## src/rtl/link_pkg.sv

```systemverilog
// ============================================================================
// Module      : link_pkg
// Description : Shared frame layout, FSM encodings and helpers for the
//               car-control <-> simulated-device UART link.
// Revision    : 1.0 - initial release
// ============================================================================
`default_nettype none

package link_pkg;

    localparam logic [1:0] FRAME_HDR   = 2'b10;

    localparam int         BIT_DESTROY = 5;
    localparam int         BIT_PLACE   = 4;
    localparam int         MOVE_MSB    = 3;
    localparam int         MOVE_LSB    = 0;

    localparam int         DET_FRONT   = 0;
    localparam int         DET_LEFT    = 1;
    localparam int         DET_RIGHT   = 2;
    localparam int         DET_BACK    = 3;
    localparam logic [3:0] DET_SAFE    = 4'b1111;

    typedef enum logic [1:0] {
        IDLE = 2'd0,
        SEND = 2'd1,
        GAP  = 2'd2
    } link_state_e;

    typedef enum logic [1:0] {
        BCN_NONE    = 2'd0,
        BCN_PLACE   = 2'd1,
        BCN_DESTROY = 2'd2
    } beacon_e;

    function automatic logic [7:0] build_frame(input logic       destroy,
                                               input logic       place,
                                               input logic [3:0] mv);
        build_frame = {FRAME_HDR, destroy, place, mv};
    endfunction

endpackage

`default_nettype wire

```

## src/rtl/rx_watchdog.sv

```systemverilog
// ============================================================================
// Module      : rx_watchdog
// Description : Latches received detector nibbles and declares the link lost
//               after RX_TIMEOUT cycles without a received byte.
// Revision    : 1.0 - initial release
// ============================================================================
`default_nettype none

module rx_watchdog
    import link_pkg::*;
#(
    parameter int RX_TIMEOUT = 5_000_000
) (
    input  logic       clk,
    input  logic       rst_n,
    input  logic [7:0] i_rx_data,
    input  logic       i_rx_valid,
    output logic [3:0] o_detector,
    output logic       o_link_ok
);

    localparam int             CW         = $clog2(RX_TIMEOUT + 1);
    localparam logic [CW-1:0]  c_timeout  = CW'(RX_TIMEOUT);
    localparam logic [CW-1:0]  c_to_last  = CW'(RX_TIMEOUT - 1);

    logic [CW-1:0] r_cnt;
    logic [3:0]    r_detector;
    logic          r_link_ok;
    logic          w_unused_rx_hi;

    assign w_unused_rx_hi = ^i_rx_data[7:4];

    // Counter parks at the timeout value, so the loss edge fires only once.
    always_ff @(posedge clk or negedge rst_n) begin
        if (!rst_n) begin
            r_cnt      <= '0;
            r_detector <= DET_SAFE;
            r_link_ok  <= 1'b0;
        end else if (i_rx_valid) begin
            r_cnt      <= '0;
            r_detector <= i_rx_data[DET_BACK:DET_FRONT];
            r_link_ok  <= 1'b1;
        end else if (r_cnt != c_timeout) begin
            r_cnt <= r_cnt + CW'(1);
            if (r_cnt == c_to_last) begin
                r_link_ok  <= 1'b0;
                r_detector <= DET_SAFE;
            end
        end
    end

    assign o_detector = r_detector;
    assign o_link_ok  = r_link_ok;

endmodule

`default_nettype wire

```

## src/rtl/device_link_ctrl.sv

```systemverilog
// ============================================================================
// Module      : device_link_ctrl
// Description : Builds and schedules command frames (periodic / on change),
//               stretches beacon requests over several frames, and hosts the
//               receive-side detector latch and link watchdog.
// Revision    : 1.0 - initial release
// ============================================================================
`default_nettype none

module device_link_ctrl
    import link_pkg::*;
#(
    parameter int FRAME_PERIOD = 100_000,
    parameter int MIN_GAP      = 1_000,
    parameter int BEACON_HOLD  = 2,
    parameter int RX_TIMEOUT   = 5_000_000
) (
    input  logic       sys_clk,
    input  logic       rst_n,
    input  logic       i_power,
    input  logic [3:0] i_move_cmd,
    input  logic       i_place_req,
    input  logic       i_destroy_req,
    output logic [7:0] o_tx_data,
    output logic       o_tx_valid,
    input  logic       i_tx_ready,
    input  logic [7:0] i_rx_data,
    input  logic       i_rx_valid,
    output logic [3:0] o_detector,
    output logic       o_link_ok,
    output logic       o_place_pending,
    output logic       o_destroy_pending
);

    localparam int            PW          = $clog2(FRAME_PERIOD + 1);
    localparam int            GW          = (MIN_GAP > 1) ? $clog2(MIN_GAP) : 1;
    localparam int            HW          = $clog2(BEACON_HOLD + 1);
    localparam logic [PW-1:0] c_period    = PW'(FRAME_PERIOD);
    localparam logic [GW-1:0] c_gap_last  = GW'(MIN_GAP - 1);
    localparam logic [HW-1:0] c_hold_init = HW'(BEACON_HOLD);

    link_state_e   r_state;
    logic [7:0]    r_tx_data;
    logic          r_tx_valid;
    logic [3:0]    r_last_move;
    logic [PW-1:0] r_period_cnt;
    logic [GW-1:0] r_gap_cnt;
    logic          r_place_pend;
    logic          r_destroy_pend;
    beacon_e       r_act;
    logic [HW-1:0] r_hold;

    logic [3:0]    w_eff_move;
    logic          w_place_pend;
    logic          w_destroy_pend;
    beacon_e       w_act;
    beacon_e       w_new_act;
    logic          w_trigger;
    logic          w_handshake;

    // Without power every beacon request is void, even before its flag clears.
    assign w_eff_move     = i_power ? i_move_cmd : 4'b0000;
    assign w_place_pend   = r_place_pend & i_power;
    assign w_destroy_pend = r_destroy_pend & i_power;
    assign w_act          = i_power ? r_act : BCN_NONE;

    assign w_new_act = (w_act != BCN_NONE) ? w_act :
                       w_place_pend        ? BCN_PLACE :
                       w_destroy_pend      ? BCN_DESTROY : BCN_NONE;

    assign w_trigger   = (r_period_cnt == c_period) | (w_eff_move != r_last_move)
                       | w_place_pend | w_destroy_pend;
    assign w_handshake = r_tx_valid & i_tx_ready;

    always_ff @(posedge sys_clk or negedge rst_n) begin
        if (!rst_n) begin
            r_state        <= IDLE;
            r_tx_data      <= build_frame(1'b0, 1'b0, 4'b0000);
            r_tx_valid     <= 1'b0;
            r_last_move    <= 4'b0000;
            r_period_cnt   <= '0;
            r_gap_cnt      <= '0;
            r_place_pend   <= 1'b0;
            r_destroy_pend <= 1'b0;
            r_act          <= BCN_NONE;
            r_hold         <= '0;
        end else begin
            if (w_handshake) begin
                r_period_cnt <= '0;
            end else if (r_period_cnt != c_period) begin
                r_period_cnt <= r_period_cnt + PW'(1);
            end

            if (!i_power) begin
                r_place_pend   <= 1'b0;
                r_destroy_pend <= 1'b0;
                r_act          <= BCN_NONE;
                r_hold         <= '0;
            end else begin
                if (i_place_req && !r_place_pend) begin
                    r_place_pend <= 1'b1;
                end
                if (i_destroy_req && !r_destroy_pend) begin
                    r_destroy_pend <= 1'b1;
                end
            end

            case (r_state)
                IDLE: begin
                    if (w_trigger) begin
                        r_tx_data  <= build_frame(w_new_act == BCN_DESTROY,
                                                  w_new_act == BCN_PLACE, w_eff_move);
                        r_tx_valid <= 1'b1;
                        r_state    <= SEND;
                        if ((w_act == BCN_NONE) && (w_new_act != BCN_NONE)) begin
                            r_act  <= w_new_act;
                            r_hold <= c_hold_init;
                        end
                    end
                end
                SEND: begin
                    if (w_handshake) begin
                        r_tx_valid  <= 1'b0;
                        r_last_move <= r_tx_data[MOVE_MSB:MOVE_LSB];
                        r_gap_cnt   <= '0;
                        r_state     <= GAP;
                        if (w_act != BCN_NONE) begin
                            r_hold <= r_hold - HW'(1);
                            // Last frame of the hold retires the request.
                            if (r_hold == HW'(1)) begin
                                r_act <= BCN_NONE;
                                if (w_act == BCN_PLACE) begin
                                    r_place_pend <= 1'b0;
                                end else begin
                                    r_destroy_pend <= 1'b0;
                                end
                            end
                        end
                    end
                end
                GAP: begin
                    if (r_gap_cnt == c_gap_last) begin
                        r_state <= IDLE;
                    end else begin
                        r_gap_cnt <= r_gap_cnt + GW'(1);
                    end
                end
                default: begin
                    r_state    <= IDLE;
                    r_tx_valid <= 1'b0;
                end
            endcase
        end
    end

    assign o_tx_data         = r_tx_data;
    assign o_tx_valid        = r_tx_valid;
    assign o_place_pending   = r_place_pend;
    assign o_destroy_pending = r_destroy_pend;

    rx_watchdog #(
        .RX_TIMEOUT (RX_TIMEOUT)
    ) u_rx_watchdog (
        .clk        (sys_clk),
        .rst_n      (rst_n),
        .i_rx_data  (i_rx_data),
        .i_rx_valid (i_rx_valid),
        .o_detector (o_detector),
        .o_link_ok  (o_link_ok)
    );

endmodule

`default_nettype wire

```

## config.mk

```make
export PLATFORM = sky130hd
export DESIGN_NAME = device_link_ctrl
export DESIGN_NICKNAME = d
export VERILOG_FILES = /design/src/rtl/link_pkg.sv /design/src/rtl/rx_watchdog.sv /design/src/rtl/device_link_ctrl.sv
export SDC_FILE = /design/constraint.sdc
export NUM_CORES = 1
export LEC_CHECK = 0
export ABC_AREA = 1
export ABC_CLOCK_PERIOD_IN_PS = 2800
export CORE_MARGIN = 2
export CORE_UTILIZATION = 45
export CTS_BUF_LIST = sky130_fd_sc_hd__clkbuf_8
export DETAILED_ROUTE_END_ITERATION = 7
export GPL_TIMING_DRIVEN = 0
export PLACE_DENSITY_LB_ADDON = 0.08
export REMOVE_ABC_BUFFERS = 1
export SLEW_MARGIN = 20
export SYNTH_ARGS = -nofsm -noshare
export SYNTH_HDL_FRONTEND = slang
export SYNTH_SLANG_ARGS = --single-unit
export TNS_END_PERCENT = 5
```

## constraint.sdc

```tcl
create_clock -name sys_clk -period 2.8 [get_ports sys_clk]
set_clock_uncertainty 0.2 [all_clocks]
set_input_delay 0.84 -clock sys_clk [delete_from_list [all_inputs] [get_ports sys_clk]]
set_output_delay 0.84 -clock sys_clk [all_outputs]
set_load 0.01 [all_outputs]
```

==> run summary <==
Max IR drop VDD -> 320.1 uV
FF+latch area -> 1857 um2
Final RePlAce weighted congestion -> 0.8972
Tot Pwr -> 3.251 mW
DRT Pass-1 Iters -> 4
Setup TNS after final layout -> 0 ns
# setup viols final -> 0
Commonest non-fill, non-tap cell in the layout -> nand2_1
Initial antenna violation count -> 0
Post-Synth XOR/XNOR Area -> 2.079%
First-pass GRT wire length -> 15140 um
Placed insts -> 703
Site row count -> 35
Asr flop ratio synth -> 100.0%
M1 WL -> 4453 um
Post-Layout Cell Count -> 719
Synth Area in Simple Gates -> 36.12%
Final Util -> 53.18%
Clk sinks -> 74
Area of the multi-input gates -> 2009 um2
Rel. slew slack -> 53.39%
Dpl cell area -> 4609 um2
Part of the Yosys area used for sequential elements -> 44.07%
DR top layer -> met4
Final Hold Vio Count -> 0
Die Area -> 10150 um2
Overflow after GRT -> 0
CTS Buffer Depth -> 2
CP Launch Type -> primary input
CP Class -> primary input to register
Hold Slack -> 0.2051 ns
Post-CTS Setup Inserts -> 0
Clk_lat worst skew -> 0.35 ns
DP Wirelength -> 6357 um
# DRC -> 0
#FFs+latches synth -> 74
Place WS -> -0.2568 ns
Die Ht -> 100.8 um
Fin crit share -> 94.03%
Tot GR Track Use -> 18.50%
RSZ-0062 raised after global routing -> no
Post-synth EDFFs -> 0
Compound-Gate Fraction of Synth Area -> 7.544%
Via Count -> 3594
Largest net degree at the start of global routing -> 48
Status -> finished clean
Minimum clock period -> 2.633 ns
Ant diodes -> 0
Overall die width -> 100.8 um
Initial Utilization -> 46.03%
CTS Root Buffer Type -> clkbuf_8
Ratio of cells with drive above 1 in the final layout -> 9.539%
CTS Hold Bufs -> 0
Post-route ant nets -> 0
CTS tree -> yes
Final Max Slew Viols -> 0
H-tree depth -> 3
Mux cell area share after synthesis -> 0%
WP data arrival -> 2.66 ns
Wire length on met3 -> 213 um
Main combinational cell family by area after synthesis -> simple AND/OR/NAND/NOR gates
Adder-cell share of the synthesized area -> 1.782%
Mapped Cells -> 570
Final design instance area without fill -> 4867 um2
Total CTS buffers -> 9
Hold/Removal Path Class -> primary input to asynchronous set/reset pin
Most frequent cells in the layout -> 146 x nand2_1, 84 x nor2_1, 73 x inv_1, 70 x dfrtp_1, 44 x nand3_1
Met2 wire length -> 3916 um
Via density per instance -> 4.999
Mapped Avg Cell Area -> 7.391 um2
Post-layout nets -> 628
Critical path endpoint category -> register
Final wirelength -> 8684 um
P per Cell Area -> 667.9 nW/um2
# IOs -> 35
Avg WL per Cell -> 12.08 um
Slew @ Worst Pin -> 0.6949 ns
Clock slew at reported path FFs -> 0.08 ns
Highest clock rate -> 0.3798 GHz
Yosys cell types -> 40
Final worst setup slack -> 0.1671 ns
CORE AREA -> 9153 um2
P_leak -> 2.307 nW
Worst Path Required -> 2.83 ns
YS warnings -> 0
CP max FO -> 16
Resized cells post-CTS -> 0
Max Cap Viol -> 0
# fillers -> 885
IO buf count -> 28
Main flop type after synthesis -> dfrtp_1
Synthesized area -> 4213 um2
Iteration-0 DRC count of the detailed router -> 152
Vias in the first global route -> 3372
Area growth syn-to-layout -> 15.53%
-- kinds of logic after synthesis --
group / after synthesis
buf+inv: 86
simple gates: 337
compound gates: 55
other cells: 2
xor+xnor: 10
flops: 74
fa+ha+maj: 6
-- metal layers --
layer | track usage [%] | vias to the layer above
met5 | 0 | -
met4 | 6.428 | 0
met3 | 2.774 | 9
met2 | 30.15 | 46
met1 | 25.18 | 1664
li1 | - | 1875
-- path summary, 6_finish.rpt --
check                      slack, ns  cells after the start                                  end                                start
min                             0.21                      1  u_rx_watchdog.r_cnt[21]$_DFFE_PN0P_                                rst_n
min reg2reg                     0.28                      2  u_rx_watchdog.o_link_ok$_DFFE_PN0P_  u_rx_watchdog.o_link_ok$_DFFE_PN0P_
max in group asynchronous       1.62                      2             r_gap_cnt[4]$_DFFE_PN0P_                                rst_n
max                             0.17                     10                   r_act[0]$_DFF_PN0_                              i_power
max reg2reg                     0.77                      7          o_destroy_pending$_DFF_PN0_               o_tx_valid$_DFFE_PN0P_
min in group sys_clk            0.28                      2  u_rx_watchdog.o_link_ok$_DFFE_PN0P_  u_rx_watchdog.o_link_ok$_DFFE_PN0P_
-- report_power, final --
group | switching (mW) | total, mW | internal (mW)
clock | 0.407 | 1.05 | 0.640
combinational | 0.495 | 0.825 | 0.330
sequential | 0.147 | 1.38 | 1.23
total | 1.05 | 3.25 | 2.20
-- Yosys cell counts (2+ instances only) --
library cell    n  area share (%)
a21oi_1        15             1.8
a31oi_1         3            0.45
and2_1          2            0.30
buf_2           2            0.24
buf_4           3            0.53
conb_1          2            0.18
dfrtp_1        70              42
dfstp_2         4             2.5
ha_1            6             1.8
inv_1          73             6.5
inv_2           4            0.36
nand2_1       146              13
nand2_2        11             1.6
nand3_1        44             5.2
nand3_2         3            0.71
nand3b_1        3            0.53
nand4_1        10             1.5
nor2_1         84             7.5
nor2_2          7             1.0
nor2_4          5             1.3
nor3_1         18             2.1
o211ai_1        3            0.53
o21ai_0        22             2.6
o21ai_1         5            0.59
xor2_1         10             2.1
-- cell type report --
class,instances,area share [%]
clock buffer,11,3.111
clock inverter,5,2.108
inverter,79,6.221
multi-input combinational,410,41.29
sequential,74,38.15
tap,111,2.853
timing repair buffer,29,6.272
-- sequential cells by signal, summed over array words and instances (netlist names) --
signal	cells
u_rx_watchdog.r_cnt	23
r_period_cnt	17
r_gap_cnt	10
o_tx_data	6
r_last_move	4
u_rx_watchdog.o_detector	4
r_act	2
r_hold	2
r_state	2
o_destroy_pending	1
o_place_pending	1
o_tx_valid	1
u_rx_watchdog.o_link_ok	1
-- worst max-delay path: stages --
cell	delay [ns]
clkdlybuf4s50_1	0.85
nand2_1	0.14
inv_1	0.11
nand2_1	0.05
nand2_1	0.08
inv_1	0.05
nor2_1	0.15
nand3_2	0.19
nand3_1	0.13
nand2_1	0.06
No activity file was read; power rests on OpenSTA's default activity.
